[config.mk]
export PLATFORM = sky130hd
export DESIGN_NAME = sbox_inv_pipe
export DESIGN_NICKNAME = d
export VERILOG_FILES = /design/src/rtl/sms4_sbox_pkg.sv /design/src/rtl/gf16_mul.sv /design/src/rtl/sbox_inv_pipe.sv
export SDC_FILE = /design/constraint.sdc
export NUM_CORES = 1
export LEC_CHECK = 0
export ABC_CLOCK_PERIOD_IN_PS = 2070
export CAP_MARGIN = 20
export CORE_MARGIN = 8
export CORE_UTILIZATION = 48
export DETAILED_ROUTE_END_ITERATION = 7
export GPL_TIMING_DRIVEN = 0
export PLACE_DENSITY = 0.67
export SYNTH_ARGS = -nofsm -noshare
export SYNTH_HDL_FRONTEND = slang
export SYNTH_SLANG_ARGS = --single-unit
[constraint.sdc]
create_clock -name clk -period 2.07 [get_ports clk]
set_input_delay 0.5175 -clock clk [delete_from_list [all_inputs] [get_ports clk]]
set_output_delay 0.5175 -clock clk [all_outputs]
set_load 0.005 [all_outputs]
[src/rtl/sms4_sbox_pkg.sv]
// Composite-field GF((2^4)^2) constants and helpers shared by the SMS4 S-box inverter.
// Macro SBOX_INV_STAGE2_EN selects the 3-stage build (latency 3); undefined gives 2 stages.
package sms4_sbox_pkg;

    localparam logic [4:0] GF16_POLY  = 5'b10011;
    localparam logic [3:0] GF8_LAMBDA = 4'hC;

`ifdef SBOX_INV_STAGE2_EN
    localparam int SBOX_INV_LATENCY = 3;
`else
    localparam int SBOX_INV_LATENCY = 2;
`endif

    function automatic logic [3:0] gf16_sq(input logic [3:0] a);
        return {a[3], a[3] ^ a[1], a[2], a[2] ^ a[0]};
    endfunction

    function automatic logic [3:0] gf16_inv(input logic [3:0] a);
        logic [3:0] r;
        case (a)
            4'h1:    r = 4'h1;
            4'h2:    r = 4'h9;
            4'h3:    r = 4'hE;
            4'h4:    r = 4'hD;
            4'h5:    r = 4'hB;
            4'h6:    r = 4'h7;
            4'h7:    r = 4'h6;
            4'h8:    r = 4'hF;
            4'h9:    r = 4'h2;
            4'hA:    r = 4'hC;
            4'hB:    r = 4'h5;
            4'hC:    r = 4'hA;
            4'hD:    r = 4'h4;
            4'hE:    r = 4'h3;
            4'hF:    r = 4'h8;
            default: r = 4'h0;
        endcase
        return r;
    endfunction

    function automatic logic [3:0] gf16_cmul(input logic [3:0] a, input logic [3:0] b);
        logic [6:0] acc;
        acc = '0;
        for (int i = 0; i < 4; i++)
            if (b[i]) acc = acc ^ ({3'b000, a} << i);
        for (int k = 6; k >= 4; k--)
            if (acc[k]) acc = acc ^ ({2'b00, GF16_POLY} << (k - 4));
        return acc[3:0];
    endfunction

    // Column i is lambda * (x^i)^2, so lambda*h^2 is the XOR of the columns selected by h.
    localparam logic [15:0] LAMBDA_SQ_COLS = {gf16_cmul(GF8_LAMBDA, gf16_sq(4'h8)),
                                              gf16_cmul(GF8_LAMBDA, gf16_sq(4'h4)),
                                              gf16_cmul(GF8_LAMBDA, gf16_sq(4'h2)),
                                              gf16_cmul(GF8_LAMBDA, gf16_sq(4'h1))};

    function automatic logic [3:0] lambda_sq(input logic [3:0] h);
        logic [3:0] r;
        r = '0;
        for (int i = 0; i < 4; i++)
            if (h[i]) r = r ^ LAMBDA_SQ_COLS[4*i +: 4];
        return r;
    endfunction

endpackage

[src/rtl/gf16_mul.sv]
// Combinational GF(2^4) multiplier, reduction polynomial x^4+x+1.
module gf16_mul
    import sms4_sbox_pkg::*;
(
    input  logic [3:0] a,
    input  logic [3:0] b,
    output logic [3:0] p
);

    assign p = gf16_cmul(a, b);

endmodule

[src/rtl/sbox_inv_pipe.sv]
// Pipelined multi-lane GF((2^4)^2) inverter with valid/ready flow control.
// Macro SBOX_INV_STAGE2_EN inserts the S2 register between Delta^-1 and the output multiplies.
module sbox_inv_pipe
    import sms4_sbox_pkg::*;
#(
    parameter int LANES = 4
) (
    input  logic               clk,
    input  logic               rst_n,
    input  logic               in_valid,
    output logic               in_ready,
    input  logic [8*LANES-1:0] in_data,
    output logic               out_valid,
    input  logic               out_ready,
    output logic [8*LANES-1:0] out_data
);

    logic                  vld_p0, vld_p2, vld_m;
    logic                  rdy_p0, rdy_p2;
    logic                  ld_p0, ld_p2;
    logic [LANES-1:0][3:0] h_in, l_in, hl_in, delta_in;
    logic [LANES-1:0][3:0] h_p0, l_p0, delta_p0, d_inv;
    logic [LANES-1:0][3:0] h_m, l_m, d_m, hxl_m, oh, ol;
    logic [8*LANES-1:0]    out_nxt;

    // A stage may load when it is empty or its occupant leaves this cycle.
    assign rdy_p2    = !vld_p2 | out_ready;
    assign ld_p0     = in_valid & rdy_p0;
    assign ld_p2     = vld_m & rdy_p2;
    assign in_ready  = rdy_p0;
    assign out_valid = vld_p2;

`ifdef SBOX_INV_STAGE2_EN
    logic                  vld_p1, rdy_p1, ld_p1;
    logic [LANES-1:0][3:0] h_p1, l_p1, d_p1;

    assign rdy_p1 = !vld_p1 | rdy_p2;
    assign rdy_p0 = !vld_p0 | rdy_p1;
    assign ld_p1  = vld_p0 & rdy_p1;
    assign vld_m  = vld_p1;
    assign h_m    = h_p1;
    assign l_m    = l_p1;
    assign d_m    = d_p1;
`else
    assign rdy_p0 = !vld_p0 | rdy_p2;
    assign vld_m  = vld_p0;
    assign h_m    = h_p0;
    assign l_m    = l_p0;
    assign d_m    = d_inv;
`endif

    always_ff @(posedge clk or negedge rst_n) begin
        if (!rst_n) begin
            vld_p0 <= 1'b0;
`ifdef SBOX_INV_STAGE2_EN
            vld_p1 <= 1'b0;
`endif
            vld_p2 <= 1'b0;
        end else begin
            if (rdy_p0) vld_p0 <= in_valid;
`ifdef SBOX_INV_STAGE2_EN
            if (rdy_p1) vld_p1 <= vld_p0;
            if (rdy_p2) vld_p2 <= vld_p1;
`else
            if (rdy_p2) vld_p2 <= vld_p0;
`endif
        end
    end

    for (genvar i = 0; i < LANES; i++) begin : g_lane
        assign h_in[i]     = in_data[8*i+4 +: 4];
        assign l_in[i]     = in_data[8*i   +: 4];
        assign delta_in[i] = lambda_sq(h_in[i]) ^ hl_in[i] ^ gf16_sq(l_in[i]);
        assign hxl_m[i]    = h_m[i] ^ l_m[i];
        assign out_nxt[8*i +: 8] = {oh[i], ol[i]};

        gf16_mul u_mul_hl (.a(h_in[i]),  .b(l_in[i]), .p(hl_in[i]));
        gf16_mul u_mul_oh (.a(h_m[i]),   .b(d_m[i]),  .p(oh[i]));
        gf16_mul u_mul_ol (.a(hxl_m[i]), .b(d_m[i]),  .p(ol[i]));
    end

    always_comb begin
        for (int i = 0; i < LANES; i++) d_inv[i] = gf16_inv(delta_p0[i]);
    end

    // S1: h, l, Delta
    always_ff @(posedge clk) begin
        if (ld_p0) begin
            h_p0     <= h_in;
            l_p0     <= l_in;
            delta_p0 <= delta_in;
        end
    end

`ifdef SBOX_INV_STAGE2_EN
    // S2: h, l, Delta^-1
    always_ff @(posedge clk) begin
        if (ld_p1) begin
            h_p1 <= h_p0;
            l_p1 <= l_p0;
            d_p1 <= d_inv;
        end
    end
`endif

    // S3: inverted bytes, cleared by reset so a flushed pipe presents zeros
    always_ff @(posedge clk or negedge rst_n) begin
        if (!rst_n)     out_data <= '0;
        else if (ld_p2) out_data <= out_nxt;
    end

endmodule
==> impl_metrics.csv <==
group,metric,value,unit
status,status,"finished, violations left",
status,violations,"negative setup slack",
global_routing,grt_util_met2,29.05,%
yosys,netlist_instances,743,
global_routing,grt_pass1_vias,5489,
global_routing,grt_busiest_layer,"met2",
yosys,seq_area_frac_synth,36.06,%
sta,maxSlewViolCount,0,
min_path,hold_path_class,"in -> async",
yosys,yosys_warnings,0,
yosys,syn_area,0.007246,sq mm
sta,worst_pin_slew,765.4,ps
yosys,synth-seq-cells,98,
clock_network,cts.reportedPaths.clkPinSlew,70,ps
yosys,netlist-cell-type-count,63,
placed_design,portBuffers,69,
detailed_routing,drc,0,
clock_network,cts_tree,"done",
detailed_routing,vias_per_cell,5.084,
yosys,yosysTopAreaCell,"edfxtp_1",
clock_network,cts_buffers,9,
detailed_routing,via_count,5506,
finish,fillers,1193,
clock_network,clk_latency,350,ps
yosys,synth_commonest_cells,"nand2_1 (182), xnor2_1 (113), xor2_1 (57)",
detailed_routing,avgRoutedWirePerCell,14.99,um
yosys,synthFlopType,"edfxtp_1",
sta,setup_tns,-1605,ps
yosys,synthArstFlopShare,34.69,%
detailed_routing,drt_iter0_drc,191,
floorplanning,core,0.01498,sq mm
clock_network,cts-root-buf,"clkbuf_16",
finish,finalNetCount,950,
pwr,ir_worst_vdd,480.4,uV
job,drv_cap,0,
global_routing,gr-total-overflow,0,
floorplanning,fp.dieH,138.9,um
worst_setup_path,cp.required,2290,ps
sta,holdWs,239.3,ps
yosys,synth.area.top_cells,"edfxtp_1 (20%), xnor2_1 (14%), dfrtp_1 (12%)",
sta,period_share,112.3,%
sta,slew_headroom,48.98,%
placed_design,gp_congestion,0.8245,
sta,clock_skew,7.600,ps
sta,worst_slack,-254.0,ps
worst_setup_path,endpoint_kind,"flop",
floorplanning,die_area,0.01928,sq mm
yosys,syn_nets,803,
floorplanning,die_x,138.9,um
sta,final_hold_viol_count,0,
yosys,avgSynthCellArea,9.752,sq um
clock_network,htreeDepth,3,
finish,antenna_cells,0,
floorplanning,rows,45,
clock_network,clock_path_buffers,2,
placed_design,dpl.hpwl,11030,um
global_routing,grt_max_degree,35,
detailed_routing,finalWirelength,16230,um
global_routing,grt_pass1_wl,26070,um
detailed_routing,dr.pass1.iters,4,
finish,final_core_util,64.08,%
pwr,p_per_area,1143,mW/mm^2
pwr,p_leak,4.050,nW
sta,finalSetupViolations,14,
finish,area_delta_synth_final,32.45,%
worst_setup_path,critPathKind,"in -> reg",
yosys,synth_top_area_share,19.89,%
worst_setup_path,cp-start-kind,"input pin",
floorplanning,top_level_ports,70,
detailed_routing,ant_nets,0,
global_routing,grtUsageTotal,16.17,%
worst_setup_path,cp.arrival,2550,ps
global_routing,antenna_found_initial,0,
yosys,synth_edf_count,48,
clock_network,holdBufCountCts,0,
clock_network,clock-sinks,98,
global_routing,grt_use_met3,3.270,%
worst_setup_path,r2r_slack,-110,ps
yosys,yosysMostFrequentCell,"nand2_1",
sta,fmax,430.3,MHz
sta,rsz0062_at_grt,"yes",
finish,drive_above_1_share,25.92,%
floorplanning,start_util,48.38,%
worst_setup_path,cp_max_fo,5,
global_routing,grt_util_met1,19.06,%
sta,period_needed,2324,ps
## through the flow
step / worst slack [ps] / area, sq um / instances / total power, mW
floorplan: -476.5 / 7417 / 743 / 7.169
global placement: -1194 / 8343 / 1000 / 8.548
detailed placement: -1273 / 8338 / 1000 / 8.754
CTS: -403.7 / 9253 / 1063 / 10.77
global route: -307.6 / 9597 / 1083 / 11.77
finish: -254.0 / 9597 / 1083 / 10.97
## report_power, final
part / leakage (nW) / total, mW / internal (mW) / switching, mW
Sequential: 1.01 / 2.94 / 2.66 / 0.285
Combinational: 2.90 / 6.42 / 3.32 / 3.10
Clock: 0.142 / 1.61 / 0.828 / 0.783
Total: 4.05 / 11.0 / 6.80 / 4.17
## state kept, by name, summed over array words and instances (netlist names)
| signal | flops |
|---|---|
| d_inv | 16 |
| delta_p0 | 16 |
| h_m | 16 |
| l_m | 16 |
| out_data | 32 |
| out_valid | 1 |
| vld_m | 1 |
## critical path, cell delays in order
cell     delay (ps)
buf_6           120
buf_8           120
nor2b_2         160
xnor2_2         180
xnor3_2         390
mux2i_4         310
ha_1            300
mux4_2          460
## final cells by class
type                       count  area (sq um)  share of cell area [%]
multi-input combinational    582          4857                   50.61
buffer                        33         205.2                   2.138
clock inverter                 7         51.30                  0.5346
timing repair buffer         139          1280                   13.34
inverter                      27         130.1                   1.356
tap                          188         235.2                   2.451
clock buffer                   9         225.2                   2.347
sequential                    98          2613                   27.22
## worst paths after layout
check	end	depth (start not counted)	from
hold / removal	out_data[6]$_DFFE_PN0P_	1	rst_n
max in group asynchronous	out_valid$_DFFE_PN0P_	1	rst_n
min in group clk	h_m[2]$_DFFE_PP_	1	in_data[6]
setup reg to reg	d_inv[4]$_DFF_P_	7	out_valid$_DFFE_PN0P_
setup / recovery	d_inv[4]$_DFF_P_	8	in_data[15]
hold reg to reg	out_data[26]$_DFFE_PN0P_	2	out_data[26]$_DFFE_PN0P_
## routing by layer
layer / vias to the layer above / wire (um)
met2: 109 / 8431
met1: 2646 / 6908
met3: 20 / 585
li1: 2731 / -
met5: - / 0
met4: 0 / 308
## cell usage in the layout (no fill, tap or decap), types with 7 or more instances in the layout
cell / count
nor2b_1: 7
mux2i_4: 8
xnor3_1: 10
nand2_1: 178
mux2i_1: 23
buf_2: 8
buf_6: 11
xnor2_1: 104
o21ai_0: 26
ha_4: 9
inv_2: 10
nand2b_1: 10
clkbuf_1: 25
ha_1: 7
xor2_1: 55
o21ai_1: 12
buf_8: 7
clkdlybuf4s50_1: 33
buf_4: 59
edfxtp_1: 48
clkbuf_16: 9
inv_1: 15
ha_2: 8
clkbuf_2: 12
nor2_1: 14
dfxtp_1: 16
dfrtp_1: 34
## timing repair
item,in CTS,in global routing
resized for setup,125,112
cloned,3,0
pin swaps,16,31
setup endpoints to repair,18,16
buffers inserted,44,24
## cell families (layout without fill, tap and decap cells)
group	Yosys count	after routing	synth area share, %
AOI/OAI and AO/OA	69	69	6.562
xor gates and xnor gates	188	188	26.16
adders and majority gates	24	24	4.144
buffers and inverters	63	215	3.851
DFF	98	98	36.06
muxes	50	50	8.202
and+or+nand+nor	251	251	15.02
Power figures use the tool's default switching activity.
